===== config.mk =====
export PLATFORM = sky130hd
export DESIGN_NAME = input_conditioner
export DESIGN_NICKNAME = d
export VERILOG_FILES = /design/src/rtl/input_conditioner.sv
export SDC_FILE = /design/constraint.sdc
export NUM_CORES = 1
export LEC_CHECK = 0
export BUFFER_PORTS_ARGS = -buffer_cell sky130_fd_sc_hd__clkbuf_2
export CORE_ASPECT_RATIO = 0.9
export CORE_MARGIN = 2
export CORE_UTILIZATION = 35
export CTS_CLUSTER_DIAMETER = 120
export DETAILED_ROUTE_END_ITERATION = 10
export PLACE_DENSITY = 0.58
export REMOVE_ABC_BUFFERS = 1
export SLEW_MARGIN = 20
export SYNTH_ARGS = -nofsm -noshare
export SYNTH_HDL_FRONTEND = slang
export SYNTH_SLANG_ARGS = --single-unit

===== constraint.sdc =====
create_clock -name CLK -period 2.52 [get_ports CLK]
set_clock_uncertainty 0.05 [all_clocks]
set_input_delay 0.126 -clock CLK [delete_from_list [all_inputs] [get_ports CLK]]
set_output_delay 0.126 -clock CLK [all_outputs]
set_load 0.05 [all_outputs]

===== src/rtl/input_conditioner.sv =====
// Two-flop synchronizer plus per-channel debounce FSM for board buttons and switches.
// Optional INPUT_COND_AUTOREPEAT_EN adds held-button auto-repeat pulses.
module input_conditioner #(
  parameter int unsigned NUM_BTN         = 2,
  parameter int unsigned NUM_SW          = 3,
  parameter int unsigned DEBOUNCE_CYCLES = 1000000,
  parameter int unsigned CNT_W           = 20,
  parameter int unsigned REPEAT_DELAY    = 50000000,
  parameter int unsigned REPEAT_PERIOD   = 10000000,
  parameter int unsigned RPT_W           = 26
) (
  input  logic               CLK,
  input  logic               rst,
  input  logic [NUM_BTN-1:0] btn_raw,
  input  logic [NUM_SW-1:0]  sw_raw,
  output logic [NUM_BTN-1:0] btn_level,
  output logic [NUM_BTN-1:0] btn_pulse,
  output logic [NUM_SW-1:0]  sw_level
);

  localparam int unsigned     NumCh  = NUM_BTN + NUM_SW;
  localparam logic [CNT_W-1:0] CntMax = CNT_W'(DEBOUNCE_CYCLES - 1);

  if (DEBOUNCE_CYCLES < 2 || ((64'(DEBOUNCE_CYCLES) - 64'd1) >> CNT_W) != 64'd0 ||
      REPEAT_DELAY < 1 || REPEAT_PERIOD < 1 || RPT_W < 1) begin : g_bad_cfg
    $error("input_conditioner: invalid parameter configuration");
  end

  typedef enum logic [1:0] {StIdle, StPressWait, StPressed, StReleaseWait} state_e;

  logic [NumCh-1:0]   sync1_q, sync2_q;
  logic [NumCh-1:0]   level_w;
  logic [NUM_BTN-1:0] accept_w;
`ifdef INPUT_COND_AUTOREPEAT_EN
  logic [NUM_BTN-1:0] stay_w;
`endif

  // Buttons occupy the low channel indices, switches the high ones.
  always_ff @(posedge CLK or negedge rst) begin
    if (!rst) begin
      sync1_q <= '0;
      sync2_q <= '0;
    end else begin
      sync1_q <= {sw_raw, btn_raw};
      sync2_q <= sync1_q;
    end
  end

  for (genvar i = 0; i < NumCh; i++) begin : g_ch
    state_e           state_q, state_d;
    logic [CNT_W-1:0] cnt_q, cnt_d;
    logic             level_q;

    always_comb begin
      state_d = state_q;
      cnt_d   = cnt_q;
      unique case (state_q)
        StIdle: begin
          if (sync2_q[i]) begin
            state_d = StPressWait;
            cnt_d   = '0;
          end
        end
        StPressWait: begin
          if (!sync2_q[i]) begin
            state_d = StIdle;
            cnt_d   = '0;
          end else if (cnt_q == CntMax) begin
            state_d = StPressed;
            cnt_d   = '0;
          end else begin
            cnt_d = cnt_q + 1'b1;
          end
        end
        StPressed: begin
          if (!sync2_q[i]) begin
            state_d = StReleaseWait;
            cnt_d   = '0;
          end
        end
        StReleaseWait: begin
          if (sync2_q[i]) begin
            state_d = StPressed;
            cnt_d   = '0;
          end else if (cnt_q == CntMax) begin
            state_d = StIdle;
            cnt_d   = '0;
          end else begin
            cnt_d = cnt_q + 1'b1;
          end
        end
        default: begin
          state_d = StIdle;
          cnt_d   = '0;
        end
      endcase
    end

    always_ff @(posedge CLK or negedge rst) begin
      if (!rst) begin
        state_q <= StIdle;
        cnt_q   <= '0;
        level_q <= 1'b0;
      end else begin
        state_q <= state_d;
        cnt_q   <= cnt_d;
        level_q <= (state_d == StPressed) || (state_d == StReleaseWait);
      end
    end

    assign level_w[i] = level_q;

    if (i < NUM_BTN) begin : g_btn_tap
      assign accept_w[i] = (state_q == StPressWait) && (state_d == StPressed);
`ifdef INPUT_COND_AUTOREPEAT_EN
      assign stay_w[i] = (state_q == StPressed) && (state_d == StPressed);
`endif
    end
  end

  for (genvar j = 0; j < NUM_BTN; j++) begin : g_pulse
    logic pulse_q;
`ifdef INPUT_COND_AUTOREPEAT_EN
    logic [RPT_W-1:0] rpt_q, rpt_d, rpt_target;
    logic             first_q, first_d, hit;

    // First repeat waits REPEAT_DELAY, later ones REPEAT_PERIOD; any exit re-arms the delay.
    assign rpt_target = first_q ? RPT_W'(REPEAT_DELAY - 1) : RPT_W'(REPEAT_PERIOD - 1);

    always_comb begin
      rpt_d   = rpt_q;
      first_d = first_q;
      hit     = 1'b0;
      if (stay_w[j]) begin
        if (rpt_q == rpt_target) begin
          hit     = 1'b1;
          rpt_d   = '0;
          first_d = 1'b0;
        end else begin
          rpt_d = rpt_q + 1'b1;
        end
      end else begin
        rpt_d   = '0;
        first_d = 1'b1;
      end
    end

    always_ff @(posedge CLK or negedge rst) begin
      if (!rst) begin
        rpt_q   <= '0;
        first_q <= 1'b1;
        pulse_q <= 1'b0;
      end else begin
        rpt_q   <= rpt_d;
        first_q <= first_d;
        pulse_q <= accept_w[j] | hit;
      end
    end
`else
    always_ff @(posedge CLK or negedge rst) begin
      if (!rst) begin
        pulse_q <= 1'b0;
      end else begin
        pulse_q <= accept_w[j];
      end
    end
`endif
    assign btn_pulse[j] = pulse_q;
  end

  assign btn_level = level_w[NUM_BTN-1:0];
  assign sw_level  = level_w[NumCh-1:NUM_BTN];

endmodule


==> results of run 1 <==
[per-layer routing]
metal  share of wire [%]  vias to the layer above
li1                    -                     2641
met1                  49                     2601
met2                  46                       88
met3                 3.5                        7
met4                0.87                        0
met5                   0                        -
[state kept, by name (all words and copies together), names as in the netlist]
register and flops:
g_ch.cnt_q 100, g_ch.level_q 5, g_ch.state_q 8, g_pulse.pulse_q 2, sync1_q 5, sync2_q 5
[final timing paths]
path | from | to | slack (ns) | depth (start not counted)
max | g_ch[2].cnt_q[11] | g_ch[2].cnt_q[13] | 0.33 | 6
min | rst | g_ch[2].level_q | 0.1 | 2
max reg2reg | g_ch[2].cnt_q[11] | g_ch[2].cnt_q[13] | 0.33 | 6
min reg2reg | sync1_q[0] | sync2_q[0] | 0.30 | 0
max in group asynchronous | rst | g_ch[1].cnt_q[2] | 1.59 | 3
min in group CLK | sync1_q[0] | sync2_q[0] | 0.30 | 0
[layout make-up]
type	count	area (sq um)	area share (%)
clock buffers	24	472	6.32
flip-flops and latches	125	3130	41.9
inverters	11	41.3	0.553
multi-input cells	520	3160	42.3
repair buffers	33	245	3.29
clock inverters	7	113	1.51
well taps	245	307	4.11
[metrics by stage]
stage	hold slack, ns	setup WS (ns)	TNS [ns]	util, %	cells
after detailed placement	-0.0122	0.000570	0	37.3	928
after CTS	0.0956	0.277	0	40.8	965
after global routing	0.111	0.0998	0	40.8	965
final	0.0968	0.325	0	40.8	965
after global placement	-0.0159	0.143	0	37.3	928
after floorplan	-0.220	-0.287	-3.68	-	656
[kinds of logic after synthesis]
family | count (synthesis)
xor+xnor | 8
simple gates | 292
mux | 21
flops | 125
compound gates | 194
fa+ha+maj | 5
buf+inv | 46
[where the power goes]
group	switching (uW)	total (uW)	leakage, uW	internal [uW]
Clock	834	2430	0.000284	1600
Combinational	157	242	0.00115	84.1
Sequential	55.4	2110	0.00170	2060
Total	1050	4780	0.00313	3740
[worst max-delay path: stages (launching register included)]
cell and delay (ns):
dfrtp_1 0.46, or4_4 0.56, nor4_4 0.31, a21oi_4 0.25, buf_4 0.24, a21oi_1 0.13, mux2i_1 0.08
[cell usage in the layout (no fill, tap or decap), types with 7 or more instances in the layout]
cell         n
dfrtp_1    125
o21ai_0     27
a41oi_1      7
nand2b_1    20
nor3_1      15
nor4_1      10
a22o_1       9
clkbuf_2    12
nand4_1     26
buf_4       14
inv_1       11
and2_1      11
mux2i_1     10
xor2_1       7
nor2_1      35
mux2_2      11
a21o_1       9
and3_1      18
nand3_1     47
a31oi_1     56
a21oi_1     58
clkbuf_16   17
nand2_1     72
[what timing repair did]
| action | 4_1_cts | 5_1_grt |
|---|---|---|
| endpoints found under the hold margin | 130 | 0 |
| hold buffers | 6 | 0 |
| gates resized for setup | 1 | 0 |
| endpoints found under the setup margin | 1 | 0 |
==> metrics.md, run 1 <==
| Metric | Value |
|---|---|
| Postcts setup bufs | 0 |
| Max-slew headroom | 42.9% |
| Library cells used by synthesis | 57 |
| Nets@finish | 720 |
| Post-synthesis register bit count | 125 |
| CP Launch Type | flop |
| Layout cells sized above 1 | 11.1% |
| Critical Path AT | 2.43 ns |
| Fraction of the mapped netlist area in adder cells | 0.961% |
| Crit end category | flop |
| Post-synth EDFFs | 0 |
| Worst skew pair latency | 0.41 ns |
| Status | complete, no violations |
| Maximum fanout along the worst path | 30 |
| Met3 GRT Util | 3.87% |
| Synth top area share | 48.1% |
| CP Data Required Time | 2.76 ns |
| Max-Cap Viols | 0 |
| HP Class | in2async |
| CTS Sinks | 125 |
| Sequential element share of the synthesized area | 48.1% |
| Vias in the first global route | 4,942 |
| Fmax | 456 MHz |
| DR WL/cell | 14.3 um |
| Compound-Gate Fraction of Synth Area | 18.7% |
| Top cells by area, synth | dfrtp_1 48%, a31oi_1 5.4%, a21oi_1 4.5% |
| Synth Area in Simple Gates | 24.2% |
| First-pass DRT Iterations | 5 |
| Lkg Pwr | 0.00313 uW |
| Slew @ Worst Pin | 0.854 ns |
| Synth Area in XOR/XNOR | 1.08% |
| Die H | 133 um |
| Vias post-DR | 5,337 |
| Kind of critical path | reg2reg |
| Area after DPL | 6810 sq um |
| CTS Buf Count | 17 |
| Via density | 5.53 |
| Mux cell area share after synthesis | 3.44% |
| GRT Util Overall | 14.7% |
| Die footprint | 19,700 sq um |
| PortBufs | 13 |
| Syn-to-layout area delta | 14.7% |
| Busiest grt layer | met2 |
| H-tree Lvls | 4 |
| Initial antenna violation count | 0 |
| Post-DP HPWL | 9.25 mm |
| Cell taking the most area after synthesis | dfrtp_1 |
| CTS tree | built |
| Drt total wl | 13.8 mm |
| Top_reg_cell synth | dfrtp_1 |
| Post-Syn Area | 6510 sq um |
| Largest net degree at the start of global routing | 87 |
| Syn. warnings | 0 |
| Post-route cell area | 7460 sq um |
| Maximum buffer depth of the clock tree | 2 |
| Boundary pin count | 14 |
| GR Util met1 | 20.3% |
| Rows | 47 |
| Final setup viols | 0 |
| Final total power | 4780 uW |
| Ant. Diodes | 0 |
| Syn_area_per_cell | 9.42 sq um |
| Synth top cells by count | 125 x dfrtp_1, 72 x nand2_1, 59 x a21oi_1 |
| Global placement routability congestion | 0.827 |
| GRT overflow | 0 |
| Fin crit share | 87.1% |
| First-pass GRT wire length | 23.7 mm |
| Pwr dens | 641 nW/um^2 |
| Drt initial violations | 403 |
| Async set or reset register ratio after synthesis | 100% |
| Fillers | 1,737 |
| CTS root buffer | clkbuf_16 |
| Max Slew Vio Count | 0 |
| Post-Synthesis Cells | 691 |
| Most numerous cell in the Yosys netlist | dfrtp_1 |
| Antenna-violating nets left | 0 |
| Clock transition at path regs | 0.05 ns |
| CORE AREA | 18,300 sq um |
| Clock period minus worst slack | 2.19 ns |
| Peak VDD IR | 0.427 mV |
| DRC Markers | 0 |
| Die width | 148 um |
| Initial Util | 35.6% |
| GR Util met2 | 22.6% |
| Largest family of logic cells by synthesized area | simple AND/OR/NAND/NOR gates |
| Unrepaired setup endpoints after global routing | false |
| Hold Vio Cnt, Final | 0 |
No activity file was read; power rests on OpenSTA's default activity.
==> inputs of run 2 (changes only) <==
--- a/config.mk
+++ b/config.mk
@@ -13,7 +13,7 @@
 export DETAILED_ROUTE_END_ITERATION = 10
 export PLACE_DENSITY = 0.58
 export REMOVE_ABC_BUFFERS = 1
-export SLEW_MARGIN = 20
+export SLEW_MARGIN = 40
 export SYNTH_ARGS = -nofsm -noshare
 export SYNTH_HDL_FRONTEND = slang
 export SYNTH_SLANG_ARGS = --single-unit
==> constraint.sdc (replaced) <==
create_clock -name CLK -period 2.52 [get_ports CLK]
set_clock_uncertainty 0.05 [all_clocks]
set_input_delay 0.378 -clock CLK [delete_from_list [all_inputs] [get_ports CLK]]
set_output_delay 0.378 -clock CLK [all_outputs]
set_load 0.05 [all_outputs]
==> run 2 against run 1 <==
Critical path depth is 1 higher. Cell area is essentially flat. Via count grew 1.1%. Sequential share of layout area about the same. Worst setup slack got worse by 0.026 ns. Critical path type unchanged. Largest cell class unchanged.
==> metrics.md, run 2 (synthesized netlist as in run 1, its figures left out) <==
| Metric | Value |
|---|---|
| Status | complete, no violations |
| PortBufs | 13 |
| CTS tree | built |
| Final setup viols | 0 |
| Die footprint | 19,700 sq um |
| Syn-to-layout area delta | 14.8% |
| H-tree Lvls | 4 |
| First-pass GRT wire length | 24.3 mm |
| Pwr dens | 648 nW/um^2 |
| CORE AREA | 18,300 sq um |
| CP Launch Type | flop |
| Largest net degree at the start of global routing | 42 |
| HP Class | in2reg |
| Max-Cap Viols | 0 |
| Max Slew Vio Count | 0 |
| FF-to-FF End | g_ch[0].cnt_q[13] |
| R2R setup slack | 0.30 ns |
| GRT overflow | 0 |
| Final worst setup slack | 0.300 ns |
| Unrepaired setup endpoints after global routing | false |
| Fin crit share | 88.1% |
| Clock period minus worst slack | 2.22 ns |
| Slew @ Worst Pin | 0.756 ns |
| Postcts setup bufs | 0 |
| Max reg flops | 100 |
| Largest Register | g_ch.cnt_q |
| Max-slew headroom | 49.4% |
| Post-place setup slack | 0.198 ns |
| DR WL/cell | 14.5 um |
| Initial antenna violation count | 0 |
| Antenna-violating nets left | 0 |
| Fmax | 450 MHz |
| Die H | 133 um |
| Post-DP HPWL | 9.46 mm |
| Drt total wl | 14.0 mm |
| Most common cell after layout, fill and taps aside | dfrtp_1 |
| Worst skew pair latency | 0.42 ns |
| Maximum fanout along the worst path | 15 |
| Vias in the first global route | 5,082 |
| Maximum buffer depth of the clock tree | 2 |
| Peak VDD IR | 0.412 mV |
| Drt initial violations | 413 |
| Hold path start | btn_raw[0] |
| Worst reg-to-reg path cell count | 7 |
| Initial Util | 35.6% |
| Vias post-DR | 5,394 |
| Nets@finish | 719 |
| DRC Markers | 0 |
| Critical Path AT | 2.48 ns |
| Die width | 148 um |
| Final Non-Filler Cells | 965 |
| DP Cell Count | 930 |
| Ant. Diodes | 0 |
| First-pass DRT Iterations | 5 |
| Hold-critical path endpoint | sync1_q[0] |
| Layout cells sized above 1 | 12.4% |
| CTS Sinks | 125 |
| RR Startpoint | g_ch[0].cnt_q[0] |
| Largest registers | g_ch.cnt_q x100, g_ch.state_q x8 |
| Clock transition at path regs | 0.06 ns |
| GRT Util Overall | 15.1% |
| Rows | 47 |
| Commonest non-fill, non-tap cells in the layout | 125 x dfrtp_1, 72 x nand2_1, 58 x a21oi_1 |
| Hold Vio Cnt, Final | 0 |
| CTS Buf Count | 17 |
| Crit end category | flop |
| Boundary pin count | 14 |
| Hold Path Depth | 1 |
| CTS root buffer | clkbuf_16 |
| CP Data Required Time | 2.78 ns |
| Global placement routability congestion | 0.813 |
| Lkg Pwr | 0.00314 uW |
| Via density | 5.59 |
| Kind of critical path | reg2reg |
-- run 2: cell count changes in the layout (fill, tap and decap cells not counted), sizes merged --
cell	before	now
clkinvlp	1	2
clkbuf	36	32
clkinv	3	7
dlygate4sd3	6	3
buf	15	17
-- run 2: through the flow --
step | setup TNS, ns | power (uW) | cell area (sq um) | hold WS [ns] | utilization, %
3_5_place_dp | 0 | 2390 | 6830 | 0.286 | 37.3
2_1_floorplan | -3.68 | 2270 | 6320 | 0.0324 | -
6_report | 0 | 4840 | 7470 | 0.0209 | 40.8
3_3_place_gp | 0 | 2370 | 6830 | 0.286 | 37.3
5_1_grt | 0 | 5040 | 7470 | 0.00261 | 40.8
4_1_cts | 0 | 4910 | 7460 | 0.00497 | 40.8
-- run 2: cell type report --
| type | count | area (sq um) |
|---|---|---|
| fill | 1799 | 10800 |
| multi-input combinational | 520 | 3160 |
| sequential | 125 | 3130 |
| clock buffer | 20 | 457 |
| tap | 245 | 307 |
| timing repair buffer | 32 | 230 |
| clock inverter | 12 | 144 |
| inverter | 11 | 41.3 |
-- run 2: worst max-delay path, stage by stage (launching register included) --
cell     delay [ns]
dfrtp_1        0.40
ha_1           0.20
nand3_1        0.18
nor4_1         0.45
a21oi_2        0.22
buf_4          0.24
a21o_1         0.16
a22o_1         0.22
-- run 2: how the worst max path moves through the flow --
stage                     startpoint                 to  cells past startpoint
finish              g_ch[0].cnt_q[0]  g_ch[0].cnt_q[13]                      7
global route        g_ch[0].cnt_q[1]  g_ch[0].cnt_q[13]                      7
CTS                 g_ch[2].cnt_q[0]   g_ch[2].cnt_q[4]                      7
detailed placement  g_ch[2].cnt_q[0]   g_ch[2].cnt_q[4]                      7
global placement    g_ch[2].cnt_q[0]   g_ch[2].cnt_q[6]                      7
floorplan            g_ch[4].level_q  g_ch[4].cnt_q[11]                      5
-- run 2: power breakdown --
group	total, uW	switching (uW)	internal [uW]
Sequential	2110	54.4	2060
Clock	2490	895	1600
Combinational	242	158	84.2
Total	4840	1110	3730
-- run 2: per-layer routing --
layer,track usage (%),up-vias,routed length (um)
met1,20.2,2626,6860
met2,23.2,104,6350
li1,-,2637,-
met3,4.28,27,563
met5,0,-,0
met4,5.98,0,246
-- run 2: repair_timing --
item / in CTS / in global routing
gates resized for setup: 0 / 1
endpoints found under the hold margin: 39 / 0
endpoints found under the setup margin: 0 / 6
hold buffers: 3 / 0
==> inputs of run 3 (changes only) <==
--- a/config.mk
+++ b/config.mk
@@ -11,6 +11,7 @@
 export CORE_UTILIZATION = 35
 export CTS_CLUSTER_DIAMETER = 120
 export DETAILED_ROUTE_END_ITERATION = 10
+export HOLD_SLACK_MARGIN = 0.12
 export PLACE_DENSITY = 0.58
 export REMOVE_ABC_BUFFERS = 1
 export SLEW_MARGIN = 40
==> run 3 against run 2 <==
Critical path type unchanged. Final cell count grew 0.31%. Critical path depth is the same. Critical endpoint unchanged. Core utilization grew 0.16 points. First-iteration DRC count shrank 9.0%.
==> metrics.md, run 3 (synthesized netlist as in run 1, its figures left out) <==
| Metric | Value |
|---|---|
| Status | complete, no violations |
| Max Slew Vio Count | 0 |
| Drt initial violations | 376 |
| Max-Cap Viols | 0 |
| Via density | 5.59 |
| CORE AREA | 18,300 sq um |
| Worst skew pair latency | 0.42 ns |
| Kind of critical path | reg2reg |
| Critical Path AT | 2.48 ns |
| Peak VDD IR | 0.412 mV |
| Antenna-violating nets left | 0 |
| Fmax | 449 MHz |
| DR WL/cell | 14.5 um |
| Post-place setup slack | 0.198 ns |
| Layout cells sized above 1 | 12.3% |
| Initial Util | 35.6% |
| CTS Sinks | 125 |
| Maximum fanout along the worst path | 15 |
| Final Non-Filler Cells | 968 |
| Fillers | 1,798 |
| Post-DP HPWL | 9.46 mm |
| Final TNS setup | 0 ns |
| GRT Util Overall | 15.1% |
| Global placement routability congestion | 0.813 |
| Crit path to | g_ch[0].cnt_q[13] |
| Final Util | 41.0% |
| Slew @ Worst Pin | 0.765 ns |
| Clock period minus worst slack | 2.23 ns |
| Hold Vio Cnt, Final | 0 |
| CTS tree | built |
| HP Class | reg2reg |
| Boundary pin count | 14 |
| Nets@finish | 722 |
| Ant. Diodes | 0 |
| Syn-to-layout area delta | 15.2% |
| Most common cell after layout, fill and taps aside | dfrtp_1 |
| Clock transition at path regs | 0.06 ns |
| Initial antenna violation count | 0 |
| Unrepaired setup endpoints after global routing | false |
| DP Cell Count | 930 |
| Rows | 47 |
| GRT overflow | 0 |
| Max reg flops | 100 |
| Vias post-DR | 5,410 |
| First-pass GRT wire length | 24.4 mm |
| CTS root buffer | clkbuf_16 |
| Largest registers | g_ch.cnt_q x100, g_ch.state_q x8 |
| H-tree Lvls | 4 |
| DRC Markers | 0 |
| Largest net degree at the start of global routing | 42 |
| Fin crit share | 88.3% |
| First-pass DRT Iterations | 5 |
| Final worst setup slack | 0.294 ns |
| Pwr dens | 646 nW/um^2 |
| RR Startpoint | g_ch[0].cnt_q[0] |
| Largest Register | g_ch.cnt_q |
| Maximum buffer depth of the clock tree | 2 |
| Drt total wl | 14.1 mm |
| FF-to-FF End | g_ch[0].cnt_q[13] |
| Critical path startpoint | g_ch[0].cnt_q[0] |
| Worst reg-to-reg path cell count | 7 |
| Die footprint | 19,700 sq um |
| R2R setup slack | 0.29 ns |
| CP Launch Type | flop |
| Lkg Pwr | 0.00316 uW |
| Die width | 148 um |
| Die H | 133 um |
| CTS Buf Count | 17 |
| CP Data Required Time | 2.78 ns |
| Worst hold slack | 0.299 ns |
| Max-slew headroom | 48.8% |
| Crit end category | flop |
| Vias in the first global route | 5,093 |
| Final setup viols | 0 |
| PortBufs | 13 |
| Commonest non-fill, non-tap cells in the layout | 125 x dfrtp_1, 72 x nand2_1, 58 x a21oi_1 |
run 3: power by group:
part / leakage (uW) / internal, uW / switching, uW
Sequential: 0.00170 / 2060 / 54.6
Combinational: 0.00116 / 87.2 / 159
Clock: 0.000295 / 1600 / 893
Total: 0.00316 / 3740 / 1110
run 3: per-layer routing:
| metal | wire length, um | track usage [%] | part of all wire [%] | vias to the layer above |
|---|---|---|---|---|
| met5 | 0 | 0 | 0 | - |
| met4 | 246 | 5.98 | 1.7 | 0 |
| met3 | 589 | 4.28 | 4.2 | 27 |
| met2 | 6370 | 23.3 | 45 | 107 |
| met1 | 6860 | 20.2 | 49 | 2633 |
| li1 | - | - | - | 2643 |
run 3: worst min path at each step:
stage | end | start | depth (start not counted) | slack (ns)
floorplan | g_ch[0].cnt_q[0] | rst | 0 | 0.03
global placement | sync2_q[1] | sync1_q[1] | 0 | 0.29
detailed placement | sync2_q[0] | sync1_q[0] | 0 | 0.29
CTS | sync2_q[0] | sync1_q[0] | 0 | 0.30
global route | sync2_q[0] | sync1_q[0] | 0 | 0.30
finish | sync2_q[0] | sync1_q[0] | 0 | 0.30
run 3: timing repair:
action                     in CTS  in global routing
setup buffers                   0                  0
setup endpoints to repair       0                  6
hold endpoints to repair       42                  0
resized for setup               0                  1
hold buffers                    6                  0
run 3: stage by stage:
| step | power, uW | instance area [sq um] |
|---|---|---|
| finish | 4840 | 7500 |
| global route | 5040 | 7500 |
| global placement | 2370 | 6830 |
| detailed placement | 2390 | 6830 |
| floorplan | 2270 | 6320 |
| CTS | 4910 | 7490 |
run 3: critical path, cell delays in order, from the launching register on:
cell and delay, ns:
dfrtp_1 0.40, ha_1 0.20, nand3_1 0.18, nor4_1 0.45, a21oi_2 0.22, buf_4 0.24, a21o_1 0.16, a22o_1 0.22
run 3: layout make-up:
class | instances | area (sq um) | area share (%)
Sequential cell | 125 | 3130 | 41.7
Tap cell | 245 | 307 | 4.09
Timing Repair Buffer | 35 | 260 | 3.47
Clock buffer | 20 | 457 | 6.09
Multi-Input combinational cell | 520 | 3160 | 42.2
Clock inverter | 12 | 144 | 1.92
Inverter | 11 | 41.3 | 0.550
